File: src/rtl/mlp_chain_seq.sv
// mlp_chain_seq: start/busy/drain sequencer for a chain of fc_layer stages.
// Define CHAIN_PERF_CNT_EN to add the o_frame_cycles latency output.
module mlp_chain_seq #(
  parameter int NUM_LAYERS = 5,
  parameter int datatype_size = 2,
  parameter int MAX_SIZE = 1500,
  parameter logic [16*NUM_LAYERS-1:0] OUT_SIZES =
    {16'd10, 16'd500, 16'd1000, 16'd1500, 16'd784},
  localparam int AW = (MAX_SIZE > 1) ? $clog2(MAX_SIZE) : 1,
  localparam int N = NUM_LAYERS,
  localparam int DW = datatype_size
) (
  input  logic            clk,
  input  logic            rst,
  input  logic            i_start,
  output logic            o_ready,
  output logic [N-1:0]    o_start,
  input  logic [N-1:0]    i_busy,
  input  logic [N-1:0]    i_func_valid,
  input  logic [N*DW-1:0] i_func_data,
  output logic [N-1:0]    o_func_ready,
  output logic [N-1:0]    o_ibuf_we,
  output logic [N*DW-1:0] o_ibuf_wr_data,
  output logic [N*AW-1:0] o_ibuf_addr,
  output logic            o_out_valid,
  output logic [DW-1:0]   o_out_data,
  output logic            o_frame_done,
  output logic            o_overflow
`ifdef CHAIN_PERF_CNT_EN
  ,
  output logic [31:0]     o_frame_cycles
`endif
);

  typedef enum logic [2:0] {
    S_IDLE, S_LAUNCH, S_WAIT, S_RUN, S_DRAIN
  } state_e;

  state_e        st_q  [N];
  logic [AW-1:0] cnt_q [N];
  logic [N-1:0]  busy_q;

  logic [N-1:0]  idle, drain, waitb;
  logic [N-1:0]  fire, last, go;
  logic          ovf_d;

  function automatic logic [15:0] last_idx(int k);
    return OUT_SIZES[16*k +: 16] - 16'd1;
  endfunction

  assign o_ready = idle[0];

  // Stage decode, downstream backpressure and protocol-error detect
  always_comb begin
    idle = '0;
    drain = '0;
    waitb = '0;
    o_start = '0;
    o_func_ready = '0;
    last = '0;
    go = '0;
    for (int k = 0; k < N; k++) begin
      idle[k]    = (st_q[k] == S_IDLE);
      drain[k]   = (st_q[k] == S_DRAIN);
      waitb[k]   = (st_q[k] == S_WAIT);
      o_start[k] = (st_q[k] == S_LAUNCH);
    end
    for (int k = 0; k < N; k++) begin
      o_func_ready[k] = drain[k] &
        ((k == N - 1) ? 1'b1 : idle[(k + 1) % N]);
    end
    fire = i_func_valid & o_func_ready;
    for (int k = 0; k < N; k++) begin
      last[k] = fire[k] && (16'(cnt_q[k]) == last_idx(k));
      go[k] = (k == 0) ? (i_start & idle[0])
                       : last[(k + N - 1) % N];
    end
    ovf_d = (|(i_func_valid & ~drain)) |
            (|(busy_q & ~i_busy & waitb));
  end

  // Per-stage FSMs, counters and registered write/out paths
  always_ff @(posedge clk or negedge rst) begin
    if (!rst) begin
      for (int k = 0; k < N; k++) begin
        st_q[k]  <= S_IDLE;
        cnt_q[k] <= '0;
      end
      busy_q         <= '0;
      o_overflow     <= 1'b0;
      o_ibuf_we      <= '0;
      o_ibuf_wr_data <= '0;
      o_ibuf_addr    <= '0;
      o_out_valid    <= 1'b0;
      o_out_data     <= '0;
      o_frame_done   <= 1'b0;
    end else begin
      busy_q <= i_busy;
      if (ovf_d) o_overflow <= 1'b1;
      for (int k = 0; k < N; k++) begin
        unique case (st_q[k])
          S_IDLE:   if (go[k]) st_q[k] <= S_LAUNCH;
          S_LAUNCH: st_q[k] <= S_WAIT;
          S_WAIT:   if (i_busy[k]) st_q[k] <= S_RUN;
          S_RUN:    if (!i_busy[k]) st_q[k] <= S_DRAIN;
          S_DRAIN: begin
            if (fire[k]) begin
              if (last[k]) begin
                st_q[k]  <= S_IDLE;
                cnt_q[k] <= '0;
              end else begin
                cnt_q[k] <= cnt_q[k] + 1'b1;
              end
            end
          end
          default:  st_q[k] <= S_IDLE;
        endcase
      end
      o_ibuf_we <= fire << 1;
      for (int k = 0; k < N - 1; k++) begin
        if (fire[k]) begin
          o_ibuf_wr_data[(k+1)*DW +: DW] <=
            i_func_data[k*DW +: DW];
          o_ibuf_addr[(k+1)*AW +: AW] <= cnt_q[k];
        end
      end
      o_out_valid <= fire[N-1];
      if (fire[N-1])
        o_out_data <= i_func_data[(N-1)*DW +: DW];
      o_frame_done <= last[N-1];
    end
  end

`ifdef CHAIN_PERF_CNT_EN
  localparam int PW = (N > 1) ? $clog2(N) : 1;

  logic [31:0]   fcnt_q;
  logic [31:0]   cap_q [N];
  logic [PW-1:0] wp_q, rp_q;

  function automatic logic [PW-1:0] nxt(logic [PW-1:0] p);
    return (p == PW'(N - 1)) ? '0 : p + 1'b1;
  endfunction

  // Start-time capture FIFO; latency reported with frame done
  always_ff @(posedge clk or negedge rst) begin
    if (!rst) begin
      fcnt_q <= '0;
      wp_q   <= '0;
      rp_q   <= '0;
      o_frame_cycles <= '0;
      for (int k = 0; k < N; k++) cap_q[k] <= '0;
    end else begin
      fcnt_q <= fcnt_q + 32'd1;
      if (go[0]) begin
        cap_q[wp_q] <= fcnt_q;
        wp_q <= nxt(wp_q);
      end
      if (last[N-1]) begin
        o_frame_cycles <= fcnt_q - cap_q[rp_q];
        rp_q <= nxt(rp_q);
      end
    end
  end
`endif

endmodule

File: config.mk
export PLATFORM = sky130hd
export DESIGN_NAME = mlp_chain_seq
export DESIGN_NICKNAME = d
export VERILOG_FILES = /design/src/rtl/mlp_chain_seq.sv
export SDC_FILE = /design/constraint.sdc
export NUM_CORES = 1
export LEC_CHECK = 0
export CORE_MARGIN = 2
export CORE_UTILIZATION = 57
export CTS_CLUSTER_DIAMETER = 200
export CTS_CLUSTER_SIZE = 24
export DETAILED_ROUTE_END_ITERATION = 8
export PLACE_DENSITY = 0.91
export SLEW_MARGIN = 20
export SYNTH_ARGS = -nofsm -noshare
export SYNTH_HDL_FRONTEND = slang
export SYNTH_SLANG_ARGS = --single-unit
File: constraint.sdc
create_clock -name clk -period 4.35 [get_ports clk]
set_input_delay 0.87 -clock clk [delete_from_list [all_inputs] [get_ports clk]]
set_output_delay 0.87 -clock clk [all_outputs]
set_load 0.02 [all_outputs]
==> metrics.md, run 1 <==
| Metric | Value |
|---|---|
| Status | completed |
| Yosys cell types | just over 60 |
| Buf/Inv on CP | 1 |
| Worst EP arrival | around 2.3 ns |
| Gate Count Post-Synth | around 630 |
| Grt total ovfl | 0 |
| Number of synthesized flops with an enable pin | 0 |
| Met3 wire length | roughly 640 um |
| Type of the worst setup path | reg2out |
| Final nets | between 700 and 800 |
| Leak pwr | about 3.7 nW |
| Layout overhead on the synthesized area | 26.83% |
| Die area | around 12000 um2 |
| Clock Root Buffer | clkbuf_8 |
| F_max | ~0.32 GHz |
| Switching share of power | 0.2543 |
| Die X-Extent | 107.4 um |
| Initial Util | 0.5882 |
| Worst hold path type | in2async |
| Synthesized flop and latch total | about 140 |
| Synthesized area | a little over 6000 um2 |
| Post-CTS sizing | 0 |
| IO Port Bufs | between 90 and 100 |
| Final Hold Viols | 0 |
| Io pins | 109 |
| Clk pwr share | 0.442 |
| DR iter-0 viols | ~200 |
| Via-to-Cell Ratio | approximately 5.6 |
| CP Data Required Time | around 3.5 ns |
| DRT Wirelength | approximately 14000 um |
| Comb pwr share | 0.125 |
| Ys async rst share | 1.000 |
| MaxCap Viol Count | 0 |
| Worst clock skew | 0.009787 ns |
| CTS sink cnt | 136 |
| FF/Latch Area | 3403 um2 |
| CP Max Fanout | 8 |
| Sequential power share | 0.433 |
| Core area | between 10000 and 15000 um2 |
| Peak VDD IR | ~0.29 mV |
| DPL Wire Length | 9100 um |
| Routed len/inst | ~16 um |
| P_int | 2.495 mW |
| Crit-path cells | nor3b_1 -> and2_1 -> clkdlybuf4s50_1 |
| Psw | 851.0 uW |
| Die Y | 107.4 um |
| TritonCTS clock tree | done |
| Final setup viols | 0 |
| Met2 wire len | between 7000 and 8000 um |
| Mean post-synth cell area | just under 10 um2 |
| DRT Pass-1 Iters | 7 |
| Most frequent cell after synthesis | nand2_1 |
| Crit path largest cell delay | 0.62 ns |
| PD cells | ~430 nW/um2 |
| Worst slew pin tran | ~0.96 ns |
| Antenna viol nets, final | 0 |
| Post-synth top area cell | dfrtp_1 |
| Layout cell share with drive strength beyond 1 | 0.06720 |
| Slew HR | 0.3585 |
| Clock Tree Buf Depth | 2 |
| DR vias | 4935 |
| Synth Warn # | 13 |
| DRC violations left | 0 |
| CP top delay family | simple AND/OR/NAND/NOR gates |
| Initial antenna violation count | 0 |
| Row count | 37 |
| CP Launch Type | register |
| Clock slew at reported path FFs | around 0.06 ns |
| Final period utilization | 0.7210 |
| Setup tns final | 0 ns |
| Pin count of the biggest net entering global routing | 87 |
| Most frequent cells after synthesis | nand2_1, dfrtp_1, nor2_1 |
| Ys flop type | dfrtp_1 |
| Share of the synthesized area in the top cell type | 0.5579 |
| Global-route wire length before repair | roughly 23000 um |
| Sequential share of the synthesized area | 0.5579 |
| Layout Utilization | 0.7460 |
| M1 WL | 5801 um |
| # Post-CTS Setup Buffers | 0 |
| Vias in the first global route | about 5100 |
| # fillers | between 700 and 800 |
| H-tree lvl count | 4 |
| GRT Total Usage | 0.2558 |
| RSZ-0062 raised after global routing | false |
| GPL Wtd Cong | roughly 0.8 |
| Area of the multi-input gates | about 2500 um2 |
| Top Layer Used | met4 |
| Clk_lat worst skew | between 0.5 and 0.6 ns |
| Dominant cells by area after synthesis | dfrtp_1, nand2_1, nor2_1, xor2_1, nand3_1 |
| Crit end category | primary output |
| # diodes | 0 |
| Slew Limit Fails | 0 |
| Num CTS Buffers | 17 |
| Slowest CP cell | clkdlybuf4s50_1 |
| CTS Hold Bufs | 0 |
| Fin crit period | between 3 and 4 ns |
layout make-up:
cell class / count / area share
well taps: 136 / 0.02200
inverters: 19 / 0.009219
multi-input cells: 459 / 0.3233
flip-flops and latches: 136 / 0.4399
clock buffers: 19 / 0.05709
repair buffers: 98 / 0.1257
clock inverters: 13 / 0.02280
logic make-up (layout without fill, tap and decap cells):
family	after synthesis	after routing	synth area share
multiplexers	5	5	0.009025
AO/OA/AOI/OAI	67	67	0.07385
adder cells (fa/ha/maj)	6	6	0.01231
flip-flops	136	136	0.5579
AND/OR/NAND/NOR	341	341	0.2689
other	1	14	0.0006148
buffers and inverters	49	149	0.04000
XOR/XNOR	26	26	0.03733
final timing paths:
path / startpoint / endpoint / slack [ns] / cells after the start
worst min-delay path: rst / o_ibuf_addr[36] / 0.38 / 1
min in group clk: o_ibuf_addr[30] / o_ibuf_addr[30] / 0.47 / 2
worst min register to register: o_ibuf_addr[30] / o_ibuf_addr[30] / 0.47 / 2
worst max-delay path: st_q[10] / o_func_ready[1] / 1.21 / 3
max in group asynchronous: rst / cnt_q[40] / 3.03 / 2
worst max register to register: st_q[2] / cnt_q[19] / 1.69 / 5
per-stage QoR:
stage / instance area, um2 / setup slack (ns) / hold slack (ns) / instances / power, mW
3_5_place_dp: 7118 / 1.224 / 0.4569 / 848 / 1.883
4_1_cts: 7736 / 1.219 / 0.4362 / 880 / 3.370
5_1_grt: 7736 / 1.068 / 0.4694 / 880 / 3.485
2_1_floorplan: 6148 / 2.148 / 0.4426 / 644 / 1.687
6_report: 7736 / 1.214 / 0.3847 / 880 / 3.346
3_3_place_gp: 7118 / 1.329 / 0.4500 / 848 / 1.865
state kept, by name, summed over array words and instances (netlist names), 2 cells and up:
signal,count
o_ibuf_we,4
o_out_data,2
o_ibuf_wr_data,8
busy_q,5
o_ibuf_addr,44
cnt_q,55
st_q,15
cell usage in the layout (no fill, tap or decap), types with 12 or more instances in the layout:
cell	Yosys	final
xnor2_1	12	12
nand4_1	13	13
nor3_1	22	22
clkdlybuf4s50_1	0	93
xor2_1	14	14
nor2_1	37	37
dfrtp_1	136	136
nand2_1	180	180
clkbuf_16	0	16
inv_1	15	15
o21ai_0	19	19
conb_1	1	14
nand3_1	22	22
metal layers:
metal | GRT usage | vias up
met2 | 0.4340 | 159
li1 | - | 2339
met3 | 0.05448 | 28
met5 | 0 | -
met1 | 0.3198 | 2409
met4 | 0.1044 | 0
worst register-to-register path, delay by kind of cell (launching register included):
family	cells	cell delay (ns)
buffers and inverters	1	0.56
and+or+nand+nor	3	1.43
AOI/OAI and AO/OA	1	0.09
DFF	1	0.45
power by group through the flow:
stage,Clock [mW],Combinational [mW],Sequential [mW]
after global routing,1.56,0.459,1.46
after floorplan,0,0.197,1.49
after CTS,1.50,0.422,1.45
final,1.48,0.419,1.45
after global placement,0,0.407,1.46
after detailed placement,0,0.415,1.47
Note: power is estimated with default switching activity, not from simulation.
==> run 2: changes to the inputs <==
--- a/config.mk
+++ b/config.mk
@@ -6,11 +6,11 @@
 export NUM_CORES = 1
 export LEC_CHECK = 0
 export CORE_MARGIN = 2
-export CORE_UTILIZATION = 57
+export CORE_UTILIZATION = 53
 export CTS_CLUSTER_DIAMETER = 200
 export CTS_CLUSTER_SIZE = 24
 export DETAILED_ROUTE_END_ITERATION = 8
-export PLACE_DENSITY = 0.91
+export PLACE_DENSITY = 0.85
 export SLEW_MARGIN = 20
 export SYNTH_ARGS = -nofsm -noshare
 export SYNTH_HDL_FRONTEND = slang
==> constraint.sdc (replaced) <==
create_clock -name clk -period 3.2 [get_ports clk]
set_input_delay 0.64 -clock clk [delete_from_list [all_inputs] [get_ports clk]]
set_output_delay 0.64 -clock clk [all_outputs]
set_load 0.02 [all_outputs]
==> metrics.md, run 2 (synthesis gave the netlist of run 1 again) <==
| Metric | Value |
|---|---|
| Status | completed |
| CTS sink cnt | 136 (unchanged) |
| Initial antenna violation count | 0 (unchanged) |
| Top Layer Used | met4 |
| Met3 wire length | 580 um (-9.1%) |
| DPL Wire Length | 9099 um (about the same) |
| Power Total | 4.549 mW (+36%) |
| Slew HR | 0.5664 (+0.2079) |
| DRT Wirelength | 13320 um (-3.2%) |
| Type of the worst setup path | reg2out |
| H-tree lvl count | 4 (unchanged) |
| Layout overhead on the synthesized area | 27.30% |
| Post-CTS sizing | 0 (unchanged) |
| Final nets | 762 (+0.26%) |
| Max reg flops | 55 (unchanged) |
| Via-to-Cell Ratio | 5.414 (-3.5%) |
| DRT Pass-1 Iters | 4 (-3) |
| Setup tns final | 0 ns (unchanged) |
| Layout Utilization | 0.6859 (-0.06012) |
| M1 WL | 5713 um (-1.5%) |
| Fin crit period | around 2.8 ns |
| Most frequent cells in the layout | nand2_1, dfrtp_1, clkdlybuf4s50_1 |
| Crit end category | primary output |
| # Post-CTS Setup Buffers | 0 (unchanged) |
| Vias in the first global route | 4713 (-6.8%) |
| Peak VDD IR | 0.3922 mV (+36%) |
| GRT Total Usage | 0.2282 (-0.02759) |
| Initial Util | 0.5388 (-0.04941) |
| DRC violations left | 0 (unchanged) |
| Leak pwr | 3.681 nW (+0.21%) |
| CP Max Fanout | 9 (+1) |
| Routed len/inst | 14.98 um (-4.2%) |
| DR iter-0 viols | 311 (+52%) |
| PD cells | 585.8 nW/um2 (+35%) |
| Hold_ws | 0.1837 ns (-0.2011 ns) |
| Io pins | 109 (unchanged) |
| Clock slew at reported path FFs | 0.05 ns (about the same) |
| RSZ-0062 raised after global routing | false |
| F_max | between 0.3 and 0.4 GHz |
| Final setup viols | 0 (unchanged) |
| Core area | 11320 um2 (+9.2%) |
| Clk_lat worst skew | 0.43 ns (-0.09 ns) |
| Worst hold path type | in2async |
| Row count | 39 (+5.4%) |
| Die area | 12380 um2 (+7.3%) |
| Clock Root Buffer | clkbuf_16 |
| Worst slew pin tran | 0.6413 ns (-0.3183 ns) |
| Post-place instance area | 7154 um2 (+0.51%) |
| Commonest non-fill, non-tap cell in the layout | nand2_1 |
| Worst clock skew | 0.01026 ns (+0.0004737 ns) |
| IO Port Bufs | 94 (unchanged) |
| Most flop-heavy register | cnt_q |
| Worst EP arrival | 2.14 ns (-0.13 ns) |
| Global-route wire length before repair | 22640 um (-3.1%) |
| MaxCap Viol Count | 0 (unchanged) |
| CP Launch Type | register |
| Antenna viol nets, final | 0 (unchanged) |
| Num CTS Buffers | 17 (unchanged) |
| Top Registers | cnt_q: 55 flops, o_ibuf_addr: 44 flops, st_q: 15 flops |
| GPL Wtd Cong | 0.8630 (+8.4%) |
| CTS Hold Bufs | 0 (unchanged) |
| Die X-Extent | 111.3 um (+3.6%) |
| Die Y | 111.3 um (+3.6%) |
| Grt total ovfl | 0 (unchanged) |
| Final Hold Viols | 0 (unchanged) |
| Final period utilization | 0.8672 |
| CP Data Required Time | 2.56 ns (-0.92 ns) |
| Slew Limit Fails | 0 (unchanged) |
| Pin count of the biggest net entering global routing | 76 (-13%) |
| Clock Tree Buf Depth | 2 (unchanged) |
| TritonCTS clock tree | done |
| Post-Layout Inst Area | 7765 um2 (+0.37%) |
| Layout cell share with drive strength beyond 1 | 0.06434 (-0.002861) |
| Met2 wire len | 6785 um (-4.1%) |
| DR vias | 4813 (-2.5%) |
| # diodes | 0 (unchanged) |
run 2: changes by cell type in the layout (fill, tap and decap cells not counted), sizes merged:
cell | previous run | this run
bufinv | 4 | 3
clkinvlp | 3 | 2
clkinv | 9 | 5
buf | 5 | 7
clkbuf | 19 | 25
run 2: critical path, cell delays in order (launching register included):
cell and delay (ns):
dfrtp_1 0.51, nor3b_1 0.39, and2_1 0.20, clkdlybuf4s50_1 0.62
run 2: area by class of cell:
type,instances,area (um2)
Fill cell,877,3556
Sequential cell,136,3403
Multi-Input combinational cell,459,2501
Timing Repair Buffer,100,999.7
Clock buffer,25,495.5
Tap cell,143,178.9
Clock inverter,7,115.1
Inverter,19,71.32
run 2: metrics by stage:
stage	worst slack, ns	cells
5_1_grt	0.3128	889
3_5_place_dp	0.5759	857
3_3_place_gp	0.6132	857
4_1_cts	0.4041	889
2_1_floorplan	1.228	644
6_report	0.4248	889
run 2: path summary, 6_finish.rpt:
path / start / slack [ns] / end / cells past startpoint
setup / recovery: st_q[8] / 0.42 / o_func_ready[2] / 3
hold / removal: rst / 0.18 / o_ibuf_addr[35] / 1
setup reg to reg: st_q[2] / 0.88 / cnt_q[16] / 5
hold reg to reg: o_ibuf_wr_data[4] / 0.47 / o_ibuf_wr_data[4] / 2
max in group asynchronous: rst / 2.23 / o_ibuf_addr[31] / 2
min in group clk: o_ibuf_wr_data[4] / 0.47 / o_ibuf_wr_data[4] / 2
run 2: power by group:
group	leakage, nW	switching [mW]	total [mW]	internal (mW)
logic	1.56	0.310	0.570	0.260
clock network	0.293	0.703	2.01	1.30
registers	1.82	0.136	1.97	1.83
run 2: metal layers:
metal,vias up,global-route usage
li1,2338,-
met1,2337,0.2965
met2,119,0.3646
met3,19,0.05413
met4,0,0.1062
met5,-,0
